===== src/rtl/rv32_pkg.sv =====
// Shared RV32 pipeline types and constants used by fetch and decode.
// No logic; latency and backpressure are defined by the stages importing it.
package rv32_pkg;

   localparam int          XLEN      = 32;
   localparam logic [31:0] NOP_INSTR = 32'h0000_0013;
   localparam logic [31:0] PC_INC    = 32'd4;

   typedef struct packed {
      logic [XLEN-1:0] instr;
      logic [XLEN-1:0] pc;
      logic            valid;
   } if_id_t;

endpackage


===== src/rtl/if_id_reg.sv =====
// IF/ID pipeline register: one edge of latency, flush beats hold beats load.
// Backpressure: hold freezes the slot; flush inserts a NOP bubble.
module if_id_reg #(
   parameter logic [31:0] NOP_INSTR = rv32_pkg::NOP_INSTR
) (
   input  logic             clk,
   input  logic             rst,
   input  logic             hold,
   input  logic             flush,
   input  rv32_pkg::if_id_t d,
   output rv32_pkg::if_id_t q
);
   import rv32_pkg::*;

   always_ff @(posedge clk or posedge rst) begin
      if (rst) begin
         q <= '{instr: NOP_INSTR, pc: '0, valid: 1'b0};
      end else if (flush) begin
         q <= '{instr: NOP_INSTR, pc: '0, valid: 1'b0};
      end else if (!hold) begin
         q <= d;
      end
   end

endmodule


===== src/rtl/if_fetch_unit.sv =====
// Instruction fetch: issues a word address each cycle to a synchronous imem and fills IF/ID.
// First instruction two edges after reset, one per cycle; stall holds everything, redirect flushes.
module if_fetch_unit #(
   parameter logic [31:0] RESET_PC  = 32'h0000_0000,
   parameter int          ADDR_W    = 5,
   parameter logic [31:0] NOP_INSTR = rv32_pkg::NOP_INSTR
) (
   input  logic              clk,
   input  logic              rst,
   output logic [ADDR_W-1:0] imem_addr,
   input  logic [31:0]       imem_instr,
   input  logic              stall,
   input  logic              redirect_valid,
   input  logic [31:0]       redirect_pc,
   output logic [31:0]       id_instr,
   output logic [31:0]       id_pc,
   output logic              id_valid
);
   import rv32_pkg::*;

   logic [31:0] pc_f;
   logic [31:0] req_pc;
   logic        req_v;
   logic [31:0] redirect_base;
   logic [1:0]  unused_redirect_lsbs;
   if_id_t      id_d;
   if_id_t      id_q;

   assign redirect_base        = {redirect_pc[31:2], 2'b00};
   assign unused_redirect_lsbs = redirect_pc[1:0];

   // While stalled the memory re-reads the in-flight word, so its data is still valid on release.
   always_comb begin
      if (redirect_valid)
         imem_addr = redirect_pc[ADDR_W+1:2];
      else if (stall)
         imem_addr = req_pc[ADDR_W+1:2];
      else
         imem_addr = pc_f[ADDR_W+1:2];
   end

   always_ff @(posedge clk or posedge rst) begin
      if (rst) begin
         pc_f   <= RESET_PC;
         req_pc <= '0;
         req_v  <= 1'b0;
      end else if (redirect_valid) begin
         req_pc <= redirect_base;
         req_v  <= 1'b1;
         pc_f   <= redirect_base + PC_INC;
      end else if (!stall) begin
         req_pc <= pc_f;
         req_v  <= 1'b1;
         pc_f   <= pc_f + PC_INC;
      end
   end

   // req_v gates imem_instr so undriven memory output after reset never reaches ID.
   always_comb begin
      id_d.instr = req_v ? imem_instr : NOP_INSTR;
      id_d.pc    = req_pc;
      id_d.valid = req_v;
   end

   if_id_reg #(
      .NOP_INSTR(NOP_INSTR)
   ) u_if_id (
      .clk   (clk),
      .rst   (rst),
      .hold  (stall),
      .flush (redirect_valid),
      .d     (id_d),
      .q     (id_q)
   );

   assign id_instr = id_q.instr;
   assign id_pc    = id_q.pc;
   assign id_valid = id_q.valid;

endmodule


===== config.mk =====
export PLATFORM = sky130hd
export DESIGN_NAME = if_fetch_unit
export DESIGN_NICKNAME = d
export VERILOG_FILES = /design/src/rtl/rv32_pkg.sv /design/src/rtl/if_id_reg.sv /design/src/rtl/if_fetch_unit.sv
export SDC_FILE = /design/constraint.sdc
export NUM_CORES = 1
export LEC_CHECK = 0
export CAP_MARGIN = 15
export CORE_MARGIN = 2
export CORE_UTILIZATION = 45
export DETAILED_ROUTE_END_ITERATION = 16
export PLACE_DENSITY_LB_ADDON = 0.12
export SYNTH_ARGS = -nofsm -noshare
export SYNTH_HDL_FRONTEND = slang
export SYNTH_SLANG_ARGS = --single-unit

===== constraint.sdc =====
create_clock -name clk -period 6.8 [get_ports clk]
set_clock_uncertainty 0.1 [all_clocks]
set_input_delay 0.68 -clock clk [delete_from_list [all_inputs] [get_ports clk]]
set_output_delay 0.68 -clock clk [all_outputs]
set_load 0.1 [all_outputs]

Yosys cells after proc, flatten, opt, wreduce, memory -nomap -nowiden:

Index checks and enable logic that the tools add are counted.

* flip-flop bits (word level): 130
* word-level logic and storage cells: 20
* bits in latches: 0
* input bits: 68
* memories kept: 0
* RAM bits: 0
* bits in read-only memories: 0

* mux-type cells: 11
* multipliers: 0
* $lt $le $gt $ge: 0
* reductions and logical operators: 0
* divide/modulo/power cells: 0
* bitwise logic cells: 0
* shift operators: 0
* equal/unequal tests: 1
* add/sub/neg operators: 2

Operators by type and width (count)
* $mux W32: 5
* $mux W65: 2
* $add A32 B3 Y32 const B: 2
* $mux W5: 2
* $mux W1: 2
* $ne A2 B1 Y1 const B: 1

Longest topological paths before layout:

Gate-level depths: netlist (run 1).

* depth after elaboration: 3
* mapped depth: 14

Hierarchy:

From an unflattened synthesis (run 1), not the netlist that was laid out.

* cell total of the unflattened synthesis: 667
* area, all modules: 6826.5 µm²

By module, submodules not included
* if_fetch_unit: area an instance 4141.5 µm², sequential area each 1526.5 µm², times used 1, cells each 457
* if_id_reg: area an instance 2685.1 µm², sequential area each 1630.3 µm², times used 1, cells each 210

Least setup slack after synthesis (run 1):

Ideal clock, no wire load.

* path type: input-to-output
* start: input stall
* end: output imem_addr[1]
* path slack: 2.297 ns
* stages: 4
* data required time: 6.020 ns
* arrival time: 3.723 ns
* cell sequence: clkbuf_1 -> buf_1 -> mux2i_1 -> o21ai_0

* longest elaborated chain between the ends: 2

Ends and longest elaborated chain
* start, declared: RTL line if_fetch_unit.sv:12 `input logic stall,`
* $mux W5: RTL line if_fetch_unit.sv:36 `else if (stall)`
* $mux W5: RTL line if_fetch_unit.sv:34 `if (redirect_valid)`
* end, declared: RTL line if_fetch_unit.sv:10 `output logic [ADDR_W-1:0] imem_addr,`

No other way between the ends.

Worst setup path in the final report (run 1):

* start: input stall
* end: output imem_addr[0]

The elaborated chain is that of the path after synthesis.

==> results.md, run 1 <==
Status:
- The flow ran to the end, and the final reports show no timing, DRC or antenna violations.

Logic synthesis:
- Counting instances in the post-synthesis netlist gives the leading cell types as 121 x dfrtp_1, 78 x mux2i_1, 69 x nand2_1, 51 x o21ai_0, 49 x nor2_1.
- The most frequently used cell type in the post-synthesis netlist is dfrtp_1.
- The biggest area contributor in the post-synthesis netlist is dfrtp_1.
- During synthesis, Yosys emitted a total of 0 warnings.
- The post-synthesis sequential element count is 124.
- The cell area that synthesis handed to floorplanning was 6320 um^2.
- In the synthesized netlist the dominant register cell turns out to be dfrtp_1.
- Synthesis produced 607 cells.
- The average cell area after synthesis is 10.4 um^2.
- Yosys mapped a number of flops with a built-in enable equal to 0.
- Synthesis instantiated 46 different standard cells from the library.
- Summing the sequential cell areas from Yosys gives between 40% and 50% of the chip area.
- The fraction of synthesized cell area taken by the top area cell type is 47.9%.
- The async set or reset register ratio after synthesis is 100%.
- In the post-synthesis netlist, the biggest area contributors are dfrtp_1 48%, mux2i_1 12%, xnor2_1 6.4%, nand2_1 4.1%, o21ai_0 4.0%.

Flow run:
- The max capacitance violation total is 0.

Critical path:
- The register-to-register setup slack is between 4000 and 5000 ps.
- The library cell contributing the largest single delay on the critical path is clkdlybuf4s50_1.
- The required time of the worst setup path is about 6000 ps.
- The critical path launch point is stall.
- STA classifies the critical path endpoint as an output pin.
- The top fanout value on the critical path is 55.
- The signal on the critical path passes through buf_4 -> mux2_2 -> mux2_2 -> clkdlybuf4s50_1.
- The most critical setup path has its endpoint at imem_addr[0].
- The delay of the slowest cell on the worst path is 990 ps.
- The type of the worst setup path is primary input to output pin.
- The kind of start point of the critical path is a primary input.
- STA puts the critical path data arrival time at 2970 ps.
- The startpoint identified for the worst register-to-register timing path is pc_f[4].
- The endpoint identified for the worst register-to-register timing path is pc_f[21].
- The worst reg2reg path depth is 6.
- In this design, the critical path's most frequently occurring cell is mux2_2.

Layout:
- The fraction of layout cells with a size suffix above 1 is 7.83%.
- The area growth from synthesis to layout is 32.0%.
- The net total in the final layout is 797.
- Once layout is complete, the utilization of the core stands at 60.3%.
- The repair_antennas step left the layout with diodes totalling 0.

Timing:
- The number of endpoints with negative hold slack in the final report came to 0.
- Setup slack closes at 3050 ps.
- After layout, the worst path uses a little under three fifths of the clock period.
- Setup violations remaining at the end of the flow were counted as 0.
- The max-slew violation total from the final report is 0.
- Setup repair after global routing left no endpoint under its margin.
- The worst slew slack as a fraction of its limit is around a third.
- The tightest hold path in the finished design has a slack of 389 ps.
- The slew at the pin closest to its max-slew limit is 1030 ps.
- For the finished layout, the period the worst path requires is 3750 ps.
- For this run, the top clock speed supported by timing is 267 MHz.
- The aggregate negative setup slack is 0 ps.

Routing:
- For this run, design rule violations remaining after detail routing come to 0.
- In the final routed layout, each cell accounts on average for 15.8 um.
- The detail-routed via count per cell is 5.29.
- The number of vias in the routed layout is 4,873.
- For this block, the routed nets add up to between 10,000 and 15,000 um of wire.
- In this run, the number of DRC markers left after iteration 0 of detailed routing was ~340.
- The number of nets with antenna violations after routing is 0.
- The total iterations of the first detailed-routing run is 4.

CTS:
- The count of H-tree levels built during CTS is 4.
- TritonCTS created 17 clock buffers.
- The clock passes through at most 2 buffers.
- The number of sinks driven by the clock tree is 124.
- The clock tree root driver cell is clkbuf_16.
- After clock tree synthesis, the clock-pin slew on the worst setup and hold paths is roughly 50 ps.
- The number of gates given a new drive strength after cts is 0.
- The clock tree from TritonCTS is built.
- The clock latency on the worst-skew pair is ~420 ps.
- The post-CTS setup-driven buffer insertion count is 0.
- Buffers inserted to repair hold after CTS numbered 0.

Floorplanning:
- From bottom edge to top edge, the die measures 123 um.
- The floorplan row count is 43.
- The placeable core area is 13,800 um^2.
- The starting utilization of the core area is around 46%.
- The total die area is roughly 15,000 um^2.
- The die is between 100 and 150 um wide.
- The number of top-level pins is 138.

GRT:
- The first-pass GRT wire length is 24,400 um.
- The largest net degree at the start of global routing is 75.
- For this run, the total global-route usage over all layers was measured as 20.7%.
- The number of antenna violations at the first check in global routing is 0.
- The via count of the first global-routing pass was 4,992.
- The total congestion overflow after global routing is 0.

Pwr:
- The analysis attributes to cell leakage a power of 0.00355 uW.
- The total power consumption of the routed design is between 2000 and 2500 uW.
- IR analysis of the VDD net gives a maximum drop of 0.000160 V.
- For this design the ratio of total power to cell area is approximately 270 nW/um^2.

Placement:
- After legalization and detailed placement, the total HPWL measured 9870 um.
- The port buffer count is 133.
- The final weighted congestion in routability-driven placement is around 0.8.
- OpenSTA, run right after detailed placement, puts the worst setup slack at about 3000 ps.

Min path:
- The class of the worst hold path is flip-flop to flip-flop.
worst min-delay path by stage:
stage | startpoint | endpoint | slack (ps) | cells after the start
2_1_floorplan | req_v | req_v | 340 | 1
3_5_place_dp | req_v | req_v | 380 | 1
6_report | req_v | req_v | 390 | 1
5_1_grt | u_if_id.q[60] | u_if_id.q[60] | 430 | 1
3_3_place_gp | u_if_id.q[0] | u_if_id.q[0] | 360 | 2
4_1_cts | req_v | req_v | 390 | 1
where the power goes:
group	total [uW]	internal (uW)	switching, uW
Combinational	506	162	344
Clock	878	571	306
Sequential	857	803	53.7
cells by family (layout without fill, tap and decap cells):
group	Yosys count	count (layout)	synth area share, %
AOI/OAI and AO/OA	99	99	10.4
and+or+nand+nor	203	203	16.5
muxes	82	82	13.1
DFF	124	124	49.1
xor gates and xnor gates	56	56	7.76
buffers and inverters	41	174	2.85
other	1	2	0.0593
adders and majority gates	1	1	0.198
flip-flops by register name, summed over array words and instances, names as in the netlist:
register and count:
pc_f 30, req_v 1, u_if_id.q 63, req_pc 30
routing by layer:
layer	up-vias	share of wire [%]	track usage [%]
li1	2373	-	-
met1	2362	45	26.2
met2	128	47	32.3
met3	10	7.2	7.81
met4	0	0.95	7.47
met5	-	0	0
placed cells by master, fill, tap and decap left out, types with 4 or more instances in the layout:
cell type | netlist | routed
nand4b_1 | 5 | 5
mux2_2 | 4 | 4
a22oi_1 | 4 | 4
nand4_1 | 5 | 5
nand3b_1 | 12 | 12
nand2_1 | 69 | 69
nor2_1 | 49 | 49
xnor2_1 | 46 | 46
clkdlybuf4s50_1 | 0 | 131
clkbuf_16 | 0 | 17
clkbuf_1 | 27 | 6
dfrtp_1 | 121 | 121
a22o_1 | 29 | 29
nor3_1 | 7 | 7
nand2b_1 | 4 | 4
xor2_1 | 10 | 10
clkinv_2 | 0 | 6
nand3_1 | 26 | 26
a21oi_1 | 4 | 4
nor3b_1 | 5 | 4
buf_4 | 3 | 8
mux2i_1 | 78 | 78
o21ai_0 | 51 | 51
final cells by class:
type | count | area [um^2]
well taps | 180 | 225
inverters | 2 | 10.0
flip-flops and latches | 124 | 3110
multi-input cells | 443 | 3050
clock inverters | 9 | 120
clock buffers | 23 | 448
repair buffers | 140 | 1390
fillers | 1181 | 5490
worst max-delay path, delay by kind of cell:
family   cells  cell delay, ps
buf+inv      2            1590
mux          2             680
metrics by stage:
stage / std cells / cell area, um^2
2_1_floorplan: 608 / 6320
3_3_place_gp: 888 / 7760
3_5_place_dp: 888 / 7760
4_1_cts: 920 / 8330
5_1_grt: 921 / 8340
6_report: 921 / 8340
Note: power is estimated with default switching activity, not from simulation.
==> run 2: changes to the inputs <==
Clock period 6.8 ns to 3.77 ns, I/O delays scaled along.
==> run 2 against run 1 <==
Against the previous run:
- flip-flop and latch count unchanged
- first-iteration DRC count decreased by 20%
- wire length increased by 0.79%
- sequential share of layout area decreased by 0.67 points
- clock-buffer cell count increased by 1
- die area unchanged
- worst hold slack got worse by 250 ps
- utilization increased by 1.1 points
- register-to-register slack got worse by 3100 ps
- cell area increased by 1.8%
- non-clock buffer count increased by 8
- final cell count increased by 0.76%
- largest power group unchanged
==> results.md, run 2 (synthesis gave the netlist of run 1 again) <==
CTS:
- The number of gates given a new drive strength after cts is 0 (unchanged).
- The number of sinks driven by the clock tree came to 124 (unchanged).
- The post-CTS setup-driven buffer insertion count is 0 (unchanged).
- The number of hold buffers added after cts came to 0 (unchanged).
- The count of H-tree levels built during CTS came to 4 (unchanged).
- The total CTS buffers is 17 (unchanged).
- The clock-pin slew on the worst setup and hold paths is 50 ps (about the same).
- The maximum root-to-sink buffer count is 2 (unchanged).
- The root buffer cell chosen for the clock tree is clkbuf_16.
- The clock latency on the worst-skew pair is 420 ps (about the same).
- TritonCTS built the clock tree.

Routing:
- The total iterations of the first detailed-routing run is 4 (unchanged).
- The number of vias in the routed layout was 4,976 (+2.1%).
- The number of DRC violations after detailed-routing iteration 0 is 270 (-20%).
- The number of nets with antenna violations after routing is 0 (unchanged).
- The total wirelength of the detailed-routed design is 14,600 um (+0.79%).
- The wire length per cell after detailed routing is 15.8 um (about the same).
- The detail-routed via count per cell is 5.36 (+1.3%).
- The remaining routing DRC violations is 0 (unchanged).

Critical path:
- The type of the worst setup path is primary input to flip-flop.
- The worst reg2reg path depth is 9 (+3).
- In this run the critical register-to-register path is captured at pc_f[26].
- In this run the critical register-to-register path is launched from pc_f[3].
- The register-to-register setup slack was 1000 ps (-3060 ps).
- The top fanout value on the critical path came to 10 (-82%).
- The critical path arrival is 3060 ps (+90 ps).
- The nature of the critical path endpoint is a flip-flop.
- The kind of start point of the critical path is a primary input.
- The critical path launch point is redirect_pc[3].
- The required time of the worst setup path is 3940 ps (-2080 ps).

Layout:
- The fraction of layout cells with a size suffix above 1 was 9.63% (+1.8 points).
- The number of diodes added for antenna fixing is 0 (unchanged).
- The count of fill cells added during filler insertion is 1,158 (-1.9%).
- Leaving out fill and tap cells, the most frequent cell in the layout is clkdlybuf4s50_1.
- The total area of sequential cells is 3110 um^2 (unchanged).
- The cell area after layout was 8490 um^2 (+1.8%).
- In the final layout, the registers with the most flip-flops are u_if_id.q: 63 flops, pc_f: 30 flops, req_pc: 30 flops.
- The multi-input gate area in the final layout is 3050 um^2 (unchanged).
- The net total in the final layout was 805 (+1.0%).
- Leaving out fill and tap cells, the most frequent cells in the layout are 126 x clkdlybuf4s50_1, 121 x dfrtp_1, 78 x mux2i_1, 69 x nand2_1, 49 x nor2_1.
- Counting flops per register, the top entry is u_if_id.q.
- The area growth from synthesis to layout is 34.4%.
- The number of flip-flops under the largest register name is 63 (unchanged).

Floorplanning:
- The vertical die dimension came to 123 um (unchanged).
- The number of top-level pins came to 138 (unchanged).
- The starting utilization of the core area was 45.7% (unchanged).
- The die extent in x is 123 um (unchanged).
- The floorplan row count came to 43 (unchanged).
- The placeable core area is 13,800 um^2 (unchanged).
- The total die area is 15,000 um^2 (unchanged).

Pwr:
- The internal power contribution was 2970 uW (+93%).
- The net switching power is 1280 uW (+82%).
- The fraction of power consumed by the clock network is 41.9% (+2.7 points).
- The leakage dissipation came to 0.00364 uW (+2.4%).
- The power per cell area is 500 nW/um^2 (+86%).
- The sequential power share was 36.3% (-2.0 points).
- The switching power share of the total is 30.2% (-1.2 points).
- The combinational cell fraction of total power was 21.8% (-0.8 points).
- The maximum ir drop on the vdd rail is 0.000294 V (+83%).

GRT:
- The first-pass GRT wire length is 24,100 um (-0.96%).
- The largest net degree at the start of global routing was 53 (-29%).
- The number of antenna violations at the first check in global routing is 0 (unchanged).
- The via count of the first global-routing pass came to 4,988 (-0.080%).
- The total congestion overflow after global routing is 0 (unchanged).
- The total global routing track utilization is 20.7% (about the same).

Placement:
- The worst setup timing slack at the placement stage is 554 ps (-2460 ps).
- The instance area at placement is 7830 um^2 (+0.95%).
- The post-detailed-placement half-perimeter wirelength is 10,000 um (+1.6%).
- The port buffer count was 133 (unchanged).
- The final weighted congestion in routability-driven placement is 0.864 (+6.3%).

Timing:
- The final number of setup-violating endpoints came to 0 (unchanged).
- The setup slack after layout is 881 ps (-2170 ps).
- The worst slew slack as a fraction of its limit is 31.2% (-0.20 points).
- The aggregate negative setup slack is 0 ps (unchanged).
- In the finished design, the share of the clock period the worst path needs comes to 76.6%.
- The clock period could shrink to ~2900 ps.
- Setup repair after global routing left no endpoint under its margin.
- The slew at the pin closest to its max-slew limit is 1030 ps (+2.98 ps).
- For this run, the top clock speed supported by timing is around 350 MHz.
- The number of endpoints with negative hold slack in the final report is 0 (unchanged).
- The max-slew violation total from the final report is 0 (unchanged).

Flow run:
- The max capacitance violation total is 0 (unchanged).

Status:
- The flow ran to the end, and the final reports show no timing, DRC or antenna violations.

Min path:
- The class of the worst hold path is primary input to asynchronous set/reset pin.
-- run 2: final cells by class --
cell class / instances / area share (%)
multi-input cells: 443 / 35.9
inverters: 2 / 0.133
repair buffers: 148 / 17.2
clock buffers: 24 / 5.67
clock inverters: 7 / 1.89
flip-flops and latches: 124 / 36.6
well taps: 180 / 2.65
-- run 2: worst max-delay path by stage --
stage / end / slack, ps / depth (start not counted)
2_1_floorplan: imem_addr[4] / 140 / 4
6_report: pc_f[26] / 880 / 10
4_1_cts: pc_f[26] / 910 / 10
5_1_grt: pc_f[26] / 630 / 10
3_3_place_gp: pc_f[30] / 620 / 9
3_5_place_dp: pc_f[26] / 550 / 9
-- run 2: worst max-delay path: stages --
cell             delay (ps)
clkdlybuf4s50_1         540
nand2_1                 120
o21ai_0                 140
ha_1                    280
nand4b_1                190
a22oi_2                 460
nand3_2                 340
nor4b_2                 350
xnor2_1                 150
mux2i_1                 100
-- run 2: power by group through the flow --
stage	logic (uW)	clock network (uW)	registers, uW
2_1_floorplan	360	0	1850
3_3_place_gp	910	0	1560
3_5_place_dp	926	0	1560
4_1_cts	932	1810	1540
5_1_grt	986	1870	1560
6_report	926	1780	1540
-- run 2: routing by layer --
layer | GRT usage, % | wire (um)
met5 | 0 | 0
met4 | 8.41 | 280
met3 | 7.57 | 1090
met2 | 31.9 | 6700
met1 | 26.3 | 6550
-- run 2: metrics by stage --
| stage | utilization [%] | total power, uW | hold slack (ps) | std cells |
|---|---|---|---|---|
| final | 61.4 | 4250 | 141 | 928 |
| after global placement | 56.6 | 2470 | 355 | 896 |
| after global routing | 61.4 | 4410 | 140 | 928 |
| after CTS | 61.3 | 4290 | 294 | 927 |
| after detailed placement | 56.6 | 2490 | 368 | 896 |
| after floorplan | - | 2210 | 341 | 608 |
